<file path="src/rtl/frame_pkg.sv">
// frame_pkg: definitions shared by the serial frame decoder.
//   state_t : decoder FSM state encoding
//   BYTE_W  : width of a decoded byte
//   CNT_W   : width of the bit position counter within a byte
package frame_pkg;

  localparam int BYTE_W = 8;
  localparam int CNT_W  = 3;

  typedef enum logic [1:0] {
    HUNT  = 2'b00,
    DATA  = 2'b01,
    STOP  = 2'b10,
    START = 2'b11
  } state_t;

endpackage

</file>
<file path="src/rtl/frame_byte_asm.sv">
// frame_byte_asm: assembles committed bits into bytes and hands them to a
// consumer with a valid/ready handshake.
//   CLK, CLR    : clock, asynchronous active-high reset
//   commit      : a bit with a good stop is committed this cycle
//   bit_in      : the bit being committed
//   discard     : frame violation; drop the partial byte
//   dout_ready  : consumer accepts data this cycle
//   data        : holding register with the last loaded byte
//   data_valid  : data holds an unconsumed byte
//   overflow    : sticky; a completed byte was dropped
module frame_byte_asm
  import frame_pkg::*;
(
  input  logic              CLK,
  input  logic              CLR,
  input  logic              commit,
  input  logic              bit_in,
  input  logic              discard,
  input  logic              dout_ready,
  output logic [BYTE_W-1:0] data,
  output logic              data_valid,
  output logic              overflow
);

  logic [BYTE_W-1:0] shift_reg;
  logic [BYTE_W-1:0] byte_full;
  logic [CNT_W-1:0]  bit_cnt_reg;
  logic [BYTE_W-1:0] data_reg;
  logic              data_valid_reg;
  logic              overflow_reg;

  logic byte_done;
  logic load;
  logic accept;

  // Each bit position is written only when bit_cnt points at it, so the
  // completed byte is the stored bits with the incoming bit merged in.
  genvar gi;
  generate
    for (gi = 0; gi < BYTE_W; gi++) begin : g_bit
      always_ff @(posedge CLK or posedge CLR) begin
        if (CLR)
          shift_reg[gi] <= 1'b0;
        else if (discard)
          shift_reg[gi] <= 1'b0;
        else if (commit && (bit_cnt_reg == CNT_W'(gi)))
          shift_reg[gi] <= bit_in;
      end

      assign byte_full[gi] = (commit && (bit_cnt_reg == CNT_W'(gi))) ? bit_in : shift_reg[gi];
    end
  endgenerate

  assign byte_done = commit && (bit_cnt_reg == CNT_W'(BYTE_W - 1));
  assign accept    = data_valid_reg && dout_ready;
  // A new byte may replace the held one only if the held one leaves this cycle.
  assign load      = byte_done && (!data_valid_reg || dout_ready);

  always_ff @(posedge CLK or posedge CLR) begin
    if (CLR) begin
      bit_cnt_reg    <= '0;
      data_reg       <= '0;
      data_valid_reg <= 1'b0;
      overflow_reg   <= 1'b0;
    end else begin
      if (discard)
        bit_cnt_reg <= '0;
      else if (commit)
        bit_cnt_reg <= bit_cnt_reg + CNT_W'(1);  // wraps to 0 after the last bit

      if (load) begin
        data_reg       <= byte_full;
        data_valid_reg <= 1'b1;
      end else if (accept) begin
        data_valid_reg <= 1'b0;
      end

      if (byte_done && !load)
        overflow_reg <= 1'b1;
    end
  end

  assign data       = data_reg;
  assign data_valid = data_valid_reg;
  assign overflow   = overflow_reg;

endmodule

</file>
<file path="src/rtl/frame_decoder.sv">
// frame_decoder: decodes a serial line of 3-cycle frames (start '1', data
// bit, stop '0') into bytes, LSB first.
//   CLK, CLR    : clock, asynchronous active-high reset
//   din         : serial input
//   dout_ready  : consumer accepts data this cycle
//   data        : decoded byte
//   data_valid  : data holds an unconsumed byte
//   sync        : decoder is frame-locked
//   frame_err   : one-cycle pulse after a start or stop violation
//   overflow    : sticky; a completed byte was dropped
//   err_cnt     : saturating frame error count (only with FRAME_ERR_CNT_EN)
// Build option: define FRAME_ERR_CNT_EN to add the err_cnt port and counter.
module frame_decoder
  import frame_pkg::*;
(
  input  logic              CLK,
  input  logic              CLR,
  input  logic              din,
  input  logic              dout_ready,
  output logic [BYTE_W-1:0] data,
  output logic              data_valid,
  output logic              sync,
  output logic              frame_err,
  output logic              overflow
`ifdef FRAME_ERR_CNT_EN
  ,
  output logic [7:0]        err_cnt
`endif
);

  state_t state_reg;
  state_t state_next;

  logic bit_latch_reg;
  logic locked_reg;
  logic frame_err_reg;

  logic capture;
  logic commit;
  logic violation;

  // State register
  always_ff @(posedge CLK or posedge CLR) begin
    if (CLR)
      state_reg <= HUNT;
    else
      state_reg <= state_next;
  end

  // Next-state logic
  always_comb begin
    state_next = state_reg;
    case (state_reg)
      HUNT:    if (din) state_next = DATA;
      DATA:    state_next = STOP;
      STOP:    state_next = din ? HUNT : START;
      START:   state_next = din ? DATA : HUNT;
      default: state_next = HUNT;
    endcase
  end

  // Output decode
  always_comb begin
    capture   = 1'b0;
    commit    = 1'b0;
    violation = 1'b0;
    case (state_reg)
      DATA:    capture   = 1'b1;
      STOP:    begin
                 commit    = !din;
                 violation = din;
               end
      START:   violation = !din;
      default: ;
    endcase
  end

  // Lock is gained on a good stop and lost on any violation (which is the
  // only way back to HUNT), so sync is low in HUNT by construction.
  always_ff @(posedge CLK or posedge CLR) begin
    if (CLR) begin
      bit_latch_reg <= 1'b0;
      locked_reg    <= 1'b0;
      frame_err_reg <= 1'b0;
    end else begin
      if (capture)
        bit_latch_reg <= din;
      if (violation)
        locked_reg <= 1'b0;
      else if (commit)
        locked_reg <= 1'b1;
      frame_err_reg <= violation;
    end
  end

  assign sync      = locked_reg && (state_reg != HUNT);
  assign frame_err = frame_err_reg;

  frame_byte_asm u_byte_asm (
    .CLK        (CLK),
    .CLR        (CLR),
    .commit     (commit),
    .bit_in     (bit_latch_reg),
    .discard    (violation),
    .dout_ready (dout_ready),
    .data       (data),
    .data_valid (data_valid),
    .overflow   (overflow)
  );

`ifdef FRAME_ERR_CNT_EN
  logic [7:0] err_cnt_reg;

  // Counts on the same edge frame_err rises, so both agree cycle for cycle.
  always_ff @(posedge CLK or posedge CLR) begin
    if (CLR)
      err_cnt_reg <= 8'h00;
    else if (violation && (err_cnt_reg != 8'hFF))
      err_cnt_reg <= err_cnt_reg + 8'h01;
  end

  assign err_cnt = err_cnt_reg;
`endif

endmodule

</file>
<file path="config.mk">
export PLATFORM = sky130hd
export DESIGN_NAME = frame_decoder
export DESIGN_NICKNAME = d
export VERILOG_FILES = /design/src/rtl/frame_pkg.sv /design/src/rtl/frame_byte_asm.sv /design/src/rtl/frame_decoder.sv
export SDC_FILE = /design/constraint.sdc
export NUM_CORES = 1
export LEC_CHECK = 0
export CAP_MARGIN = 20
export CORE_MARGIN = 3
export CORE_UTILIZATION = 61
export CTS_BUF_LIST = sky130_fd_sc_hd__clkbuf_4 sky130_fd_sc_hd__clkbuf_8
export DETAILED_ROUTE_END_ITERATION = 12
export PLACE_DENSITY_LB_ADDON = 0.08
export SLEW_MARGIN = 0
export SYNTH_ARGS = -nofsm -noshare
export SYNTH_HDL_FRONTEND = slang
export SYNTH_SLANG_ARGS = --single-unit
</file>
<file path="constraint.sdc">
create_clock -name CLK -period 5.7 [get_ports CLK]
set_clock_uncertainty 0.2 [all_clocks]
set_input_delay 1.14 -clock CLK [delete_from_list [all_inputs] [get_ports CLK]]
set_output_delay 1.14 -clock CLK [all_outputs]
set_load 0.02 [all_outputs]
</file>
After elaboration in Yosys (flattened, before gate mapping)
Index checks and enable logic that the tools add are counted.
Widths: inputs -> output; s select.
- add/subtract/negate cells: 1
- equality and inequality tests: 11
- muxes and demuxes: 29
- reductions and logical operators: 21
- operators by type and width (kind ; count):
    $mux 1 ; 23
    $eq 3x3->1 const B ; 4
    $logic_and 1x1->1 ; 12
    $pmux 2 s4 ; 1
    $eq 3x2->1 const B ; 2
    $mux 3 ; 2
    $reduce_bool 2->1 ; 3
    $eq 2x2->1 const B ; 2
    $mux 2 ; 2
    $add 3x1->3 const B ; 1
    $eq 3x1->1 const B ; 1
    $logic_not 1->1 ; 3
    $logic_not 3->1 ; 1
    $eq 2x1->1 const B ; 1
    $logic_not 2->1 ; 1
    $ne 2x2->1 const B ; 1
    $pmux 1 s2 ; 1
    $logic_or 1x1->1 ; 1
- bits in registers: 26
- input port bits: 4
- output and inout bits: 12
- word-level logic and storage cells: 78

Longest topological paths before layout
Gate-level depths: netlist (run 1).
- depth after elaboration: 6
- mapped depth: 6
- depth with buffers taken out: 5

Cells and area by module
From an unflattened synthesis (run 1), not the netlist that was laid out.
- cell total of the unflattened synthesis: 100
- area, all modules: 1166.1 um^2
- by module, submodules not included (module ; instances ; cells each ; area each (um^2)):
    frame_byte_asm ; 1 ; 80 ; 947.2
    frame_decoder ; 1 ; 20 ; 219.0

Worst setup path before layout (run 1)
No wires, ideal clock.
- kind: input port to flip-flop
- start: input din
- end: register u_byte_asm.data_reg[7], in the netlist u_byte_asm.data[7]
- setup time: 0.125 ns
- arrival: 2.079 ns
- data required time: 5.375 ns
- setup slack: 3.296 ns
- stages on the path: 5
- path buffers: 2
- cell sequence: buf_4 > nor3b_4 > and3_1 > buf_6 > mux2_4
- cells in the longest elaborated chain, start to end: 4
- elaborated cells between the ends (all ways): 5
- classes of those cells: 2 x mux; 3 x reduce/logical
- RTL lines (element ; line ; RTL):
    from (decl) ; frame_decoder.sv:18 ; input logic din,
    $logic_not 1->1 (*) ; frame_decoder.sv:70 ; commit = !din;
    $mux 1 (*) ; frame_decoder.sv:67 ; case (state_reg)
    $logic_and 1x1->1 (*) ; frame_byte_asm.sv:50, frame_byte_asm.sv:54 ;
    $mux 1 / $logic_and 1x1->1 (equally long branches) ; frame_byte_asm.sv:50, frame_byte_asm.sv:57 ;
    to (signal assigned) ; frame_byte_asm.sv:72 ; data_reg <= byte_full;
    to (decl) ; frame_byte_asm.sv:28 ; logic [BYTE_W-1:0] data_reg;
Every way passes the cells marked *; elsewhere a longest branch is shown, timed or not.
A chain may end at the register's enable or synchronous reset.

Worst setup path in the final report (run 1)
- start: register state_reg[0]
- end: output sync
- cells in the longest elaborated chain, start to end: 2
- RTL lines (element ; line ; RTL):
    from (decl) ; frame_decoder.sv:31 ; state_t state_reg;
    from (signal assigned) ; frame_decoder.sv:47 ; state_reg <= state_next;
    $reduce_bool 2->1 ; frame_decoder.sv:96 ; assign sync = locked_reg && (state_reg != HUNT);
    $logic_and 1x1->1 ; frame_decoder.sv:96 ;
    to (decl) ; frame_decoder.sv:22 ; output logic sync,
Every way passes these cells.

==> results.ini, run 1 <==
[die]
start_util_pct = 66.6
coreArea_mm2 = 0.00202
boundaryPins = 16
dieArea_mm2 = 0.00281
die_y_um = 53.0
fp-row-count = 16
dieWidth_um = 53.0

[sta]
finalSetupViolCount = 0
worst_pin_slew_ps = 918
hold_viol = 0
drv_slew = 0
setup_ws_ps = 2640
timing.slew.headroom_pct = 38.7
fmax_ghz = 0.327
period_share_pct = 53.7
fin_tns_setup_ps = 0
post-route-min-period_ps = 3060
rsz0062_at_grt = false

[pwr]
power_leakage_uw = 0.000661
total_power_uw = 561
peakVddDrop_mv = 0.272
p_per_area_mw_per_mm2 = 377

[global_route]
grt.total_usage_pct = 20.6
grt_overflow = 0
grt_pass1_wl_um = 4110
grt_pass1_vias = 895
antenna_found_initial = 0
grt_max_degree = 26

[worst_setup_path]
worstSetupStartpointType = flop
startpoint = state_reg[0]
crit_required_ps = 4360
critPathKind = flop to primary output
crit_path_top_delay_cell = dfrtp_1
critPathArrivalTime_ps = 1720
cpPeakStageDelay_ps = 610
crit_fanout = 10
cp-end-kind = primary output
path_cells = o21a_1 -> clkdlybuf4s50_1
timing.rr.start = state_reg[0]

[clocking]
clockBufferDepth = 2
cts_buffers = 3
cts_sinks = 25
postCtsHoldBufs = 0
htree_levels = 1
cts_setup_buffers = 0
ctsResizeCount = 0
cts_tree = built
root_buffer = clkbuf_4
worst_skew_pair.late_latency_ps = 320
clk_pin_slew_worst_paths_ps = 130

[detailed_routing]
drc = 0
via_per_inst = 5.67
first_pass_iters = 4
postRouteAntennaNets = 0
vias = 919
routed_wl_um = 2450
avgRoutedWirePerCell_um = 15.1
drt_iter0_drc = 18

[cells_and_area]
seqCellArea_um2 = 626
nNetsFinal = 146
diodes = 0
nFillCells = 154
largest_register_ffs = 8
postLayoutCellArea_mm2 = 0.00149
drive_gt1_share_pct = 8.89
area_delta_synth_final_pct = 10.6
multiInputGateArea_um2 = 629

[synth]
async_flop_share_pct = 100
netlist_instances = 127
dominantRegCellSynth = dfrtp_1
synth_top_area_share_pct = 46.5
yosysTopAreaCell = dfrtp_1
synth_cell_types = 31
ys_top_cells_by_area = dfrtp_1 46%, mux2i_1 9.7%, ha_1 5.6%
yosysWarnings = 0
ys_seq_elements = 25
avgSynthCellArea_um2 = 10.6
yosysSeqAreaShare_pct = 46.5
synth_area_mm2 = 0.00135
synth-edff-count = 0
syn_nets = 137

[placement]
port_buffers = 15
gp_congestion = 0.788
postPlaceCellArea_mm2 = 0.00146
pre_cts_ws_ps = 2380
dp_hpwl_um = 1730

[run]
cap_violations = 0

[worst_hold_path]
worstHoldStart = u_byte_asm.overflow
hp-class = flop to flop

[status]
status = complete, no violations

cell usage after synthesis, types with 2 or more instances:
library cell,instances
buf_4,2
buf_2,4
clkbuf_1,3
buf_6,2
dfrtp_1,25
nand2_1,11
xnor2_1,2
a31oi_1,7
nor2_1,7
ha_1,6
a21oi_1,8
nor3_2,3
o21ai_0,3
nand2b_1,7
nand3_1,2
inv_1,6
mux2i_1,13
nor3_1,3
power breakdown:
group / switching, µW / leakage [µW] / internal (µW)
registers: 53.6 / 0.000339 / 209
logic: 118 / 0.000304 / 99.8
clock network: 53.9 / 0.0000177 / 26.3
total: 225 / 0.000661 / 336
stage by stage:
step | hold slack, ps | instances | util, %
2_1_floorplan | 272 | 127 | -
3_3_place_gp | 260 | 158 | 72.3
3_5_place_dp | 279 | 158 | 72.3
4_1_cts | 312 | 162 | 73.6
5_1_grt | 333 | 162 | 73.6
6_report | 309 | 162 | 73.6
kinds of logic after synthesis:
family | count (synthesis) | synth area share, %
AO/OA/AOI/OAI | 23 | 9.85
XOR/XNOR | 2 | 1.30
adder cells (fa/ha/maj) | 6 | 5.58
buffers and inverters | 17 | 6.78
flip-flops | 25 | 46.5
multiplexers | 15 | 11.6
AND/OR/NAND/NOR | 39 | 18.4
metal layers:
metal	routed length (µm)	part of all wire [%]	GRT usage [%]	up-vias
li1	-	-	-	453
met1	1210	49	28.3	443
met2	1140	46	32.4	19
met3	80	3.3	3.38	4
met4	24	0.98	7.66	0
met5	0	0	0	-
layout by cell type (no fill, tap or decap), drive strengths merged, types with 3 or more instances in the layout:
cell	netlist	layout
a21oi	8	8
a31oi	7	7
clkbuf	3	3
clkdlybuf4s50	0	15
dfrtp	25	25
ha	6	6
inv	6	6
mux2i	13	13
nand2	11	11
nand2b	7	7
nor2	7	7
nor3	6	6
o21ai	4	4
critical path, delay by kind of cell (launching register included):
family	cells	cell delay, ps
flops	1	610
compound gates	1	190
buf+inv	1	600
area by class of cell:
class | instances | area share [%]
clock buffers | 3 | 1.51
clock inverters | 1 | 0.336
inverters | 6 | 1.51
multi-input cells | 85 | 42.3
flip-flops and latches | 25 | 42.0
well taps | 27 | 2.27
repair buffers | 15 | 10.1
worst paths after layout:
check	endpoint	slack, ps	cells after the start
min	u_byte_asm.overflow	310	1
max	sync	2640	2
min in group asynchronous	u_byte_asm.shift_reg[3]	1100	2
max reg2reg	u_byte_asm.data[7]	3630	3
max in group asynchronous	state_reg[1]	3640	2
min reg2reg	u_byte_asm.overflow	310	1
No activity file was read; power rests on OpenSTA's default activity.
==> inputs of run 2 (changes only) <==
--- a/config.mk
+++ b/config.mk
@@ -7,7 +7,7 @@
 export LEC_CHECK = 0
 export CAP_MARGIN = 20
 export CORE_MARGIN = 3
-export CORE_UTILIZATION = 61
+export CORE_UTILIZATION = 57
 export CTS_BUF_LIST = sky130_fd_sc_hd__clkbuf_4 sky130_fd_sc_hd__clkbuf_8
 export DETAILED_ROUTE_END_ITERATION = 12
 export PLACE_DENSITY_LB_ADDON = 0.08
==> constraint.sdc (replaced) <==
create_clock -name CLK -period 3.1 [get_ports CLK]
set_clock_uncertainty 0.2 [all_clocks]
set_input_delay 0.62 -clock CLK [delete_from_list [all_inputs] [get_ports CLK]]
set_output_delay 0.62 -clock CLK [all_outputs]
set_load 0.02 [all_outputs]
==> run 2 against run 1 <==
Effect of this change:
- sequential cell count unchanged
- routed wire length grew 0.98%
- worst setup slack got worse by 2100 ps
- utilization shrank 1.6 points
- non-clock buffer count increased by 3
- power is 86% higher
- combinational power grew 88%
- via count rose by 5.2%
- die area is 6.2% higher
- critical path depth stayed put
- first-iteration DRC count is 11% lower
- critical path type unchanged
- largest power group unchanged
==> results.ini, run 2 (same netlist as run 1, synthesis figures left out) <==
[status]
status = complete, no violations

[worst_setup_path]
r2r_slack_ps = 1070  ; -2560 ps
reg2reg_depth = 3  ; unchanged
critPathArrivalTime_ps = 1740  ; +20 ps
crit_fanout = 10  ; unchanged
timing.rr.start = u_byte_asm.bit_cnt_reg[2]
cp-end-kind = primary output
critPathKind = flop to primary output
worstSetupStartpointType = flop
crit_required_ps = 2280  ; -2080 ps
r2r-end = u_byte_asm.data[7]

[placement]
dp_hpwl_um = 1750  ; +1.3%
gp_congestion = 0.718  ; -9.0%
port_buffers = 15  ; unchanged

[die]
fp-row-count = 16  ; unchanged
start_util_pct = 64.0  ; -2.5 points
coreArea_mm2 = 0.00210  ; +4.0%
boundaryPins = 16  ; unchanged
dieWidth_um = 54.6  ; +3.1%
dieArea_mm2 = 0.00298  ; +6.2%
die_y_um = 54.6  ; +3.1%

[global_route]
grt_max_degree = 26  ; unchanged
antenna_found_initial = 0  ; unchanged
grt_overflow = 0  ; unchanged
grt.total_usage_pct = 20.1  ; -0.48 points
grt_pass1_wl_um = 4170  ; +1.3%
grt_pass1_vias = 930  ; +3.9%

[clocking]
ctsResizeCount = 0  ; unchanged
cts_tree = built
cts_sinks = 25  ; unchanged
cts_buffers = 3  ; unchanged
postCtsHoldBufs = 0  ; unchanged
clockBufferDepth = 2  ; unchanged
clk_pin_slew_worst_paths_ps = 130  ; about the same
root_buffer = clkbuf_4
htree_levels = 1  ; unchanged
cts_setup_buffers = 0  ; unchanged
worst_skew_pair.late_latency_ps = 320  ; about the same

[sta]
drv_slew = 0  ; unchanged
worst_pin_slew_ps = 450  ; -468 ps
finalSetupViolCount = 0  ; unchanged
hold_viol = 0  ; unchanged
timing.slew.headroom_pct = 69.9  ; +31 points
fmax_ghz = 0.390
rsz0062_at_grt = false
post-route-min-period_ps = 2560
period_share_pct = 82.7
fin_tns_setup_ps = 0  ; unchanged

[cells_and_area]
drive_gt1_share_pct = 10.9  ; +2.0 points
diodes = 0  ; unchanged
mostFrequentLayoutCell = dfrtp_1
mostFrequentLayoutCells = 25 x dfrtp_1, 15 x clkdlybuf4s50_1, 13 x mux2i_1
area_delta_synth_final_pct = 12.5
nNetsFinal = 149  ; +2.1%
largest_register_ffs = 8  ; unchanged

[worst_hold_path]
min_delay_worst_endpoint = u_byte_asm.overflow
hp-class = flop to flop
whs_path_depth = 1  ; unchanged
worstHoldStart = u_byte_asm.overflow

[detailed_routing]
drc = 0  ; unchanged
avgRoutedWirePerCell_um = 15.0  ; -0.86%
vias = 967  ; +5.2%
first_pass_iters = 4  ; unchanged
drt_iter0_drc = 16  ; -2
postRouteAntennaNets = 0  ; unchanged
via_per_inst = 5.86  ; +3.3%
routed_wl_um = 2470  ; +0.98%

[pwr]
power_leakage_uw = 0.000677  ; +2.4%
p_per_area_mw_per_mm2 = 688  ; +83%
peakVddDrop_mv = 0.557  ; +100%
total_power_uw = 1040  ; +86%

[run]
cap_violations = 0  ; unchanged

==> run 2: power by group <==
part	total [µW]	switching (µW)	internal [µW]
registers	480	95.4	385
logic	407	213	194
clock network	154	94.8	59.1
total	1040	403	638
==> run 2: per-layer routing <==
layer	GRT usage, %	up-vias	wire length, µm
met2	33.1	29	1160
met1	25.9	474	1140
met3	2.45	7	114
met5	0	-	0
met4	9.96	0	59
li1	-	457	-
==> run 2: layout make-up <==
class	instances	area, µm²
fillers	159	588
flip-flops and latches	25	626
clock buffers	4	30.0
repair buffers	18	173
well taps	27	33.8
inverters	6	22.5
multi-input cells	85	629
==> run 2: how the worst max path moves through the flow <==
| stage | from | endpoint | slack [ps] | depth (start not counted) |
|---|---|---|---|---|
| after floorplan | din | u_byte_asm.data[7] | 1220 | 5 |
| after global placement | din | u_byte_asm.data[7] | 630 | 4 |
| after detailed placement | din | u_byte_asm.data[7] | 600 | 4 |
| after CTS | state_reg[0] | sync | 530 | 2 |
| after global routing | state_reg[0] | sync | 480 | 2 |
| final | state_reg[0] | sync | 540 | 2 |
==> run 2: stage by stage <==
stage	std cells	utilization (%)	hold WS [ps]	worst slack [ps]	instance area (µm²)
2_1_floorplan	127	-	272	1220	1350
3_3_place_gp	161	70.6	263	632	1480
3_5_place_dp	161	70.6	261	595	1480
4_1_cts	165	72.0	294	532	1510
5_1_grt	165	72.0	308	484	1510
6_report	165	72.0	288	536	1510
==> run 2: worst max-delay path, stage by stage (launching register included) <==
cell             delay [ps]
dfrtp_1                 630
o21a_1                  200
clkdlybuf4s50_1         600
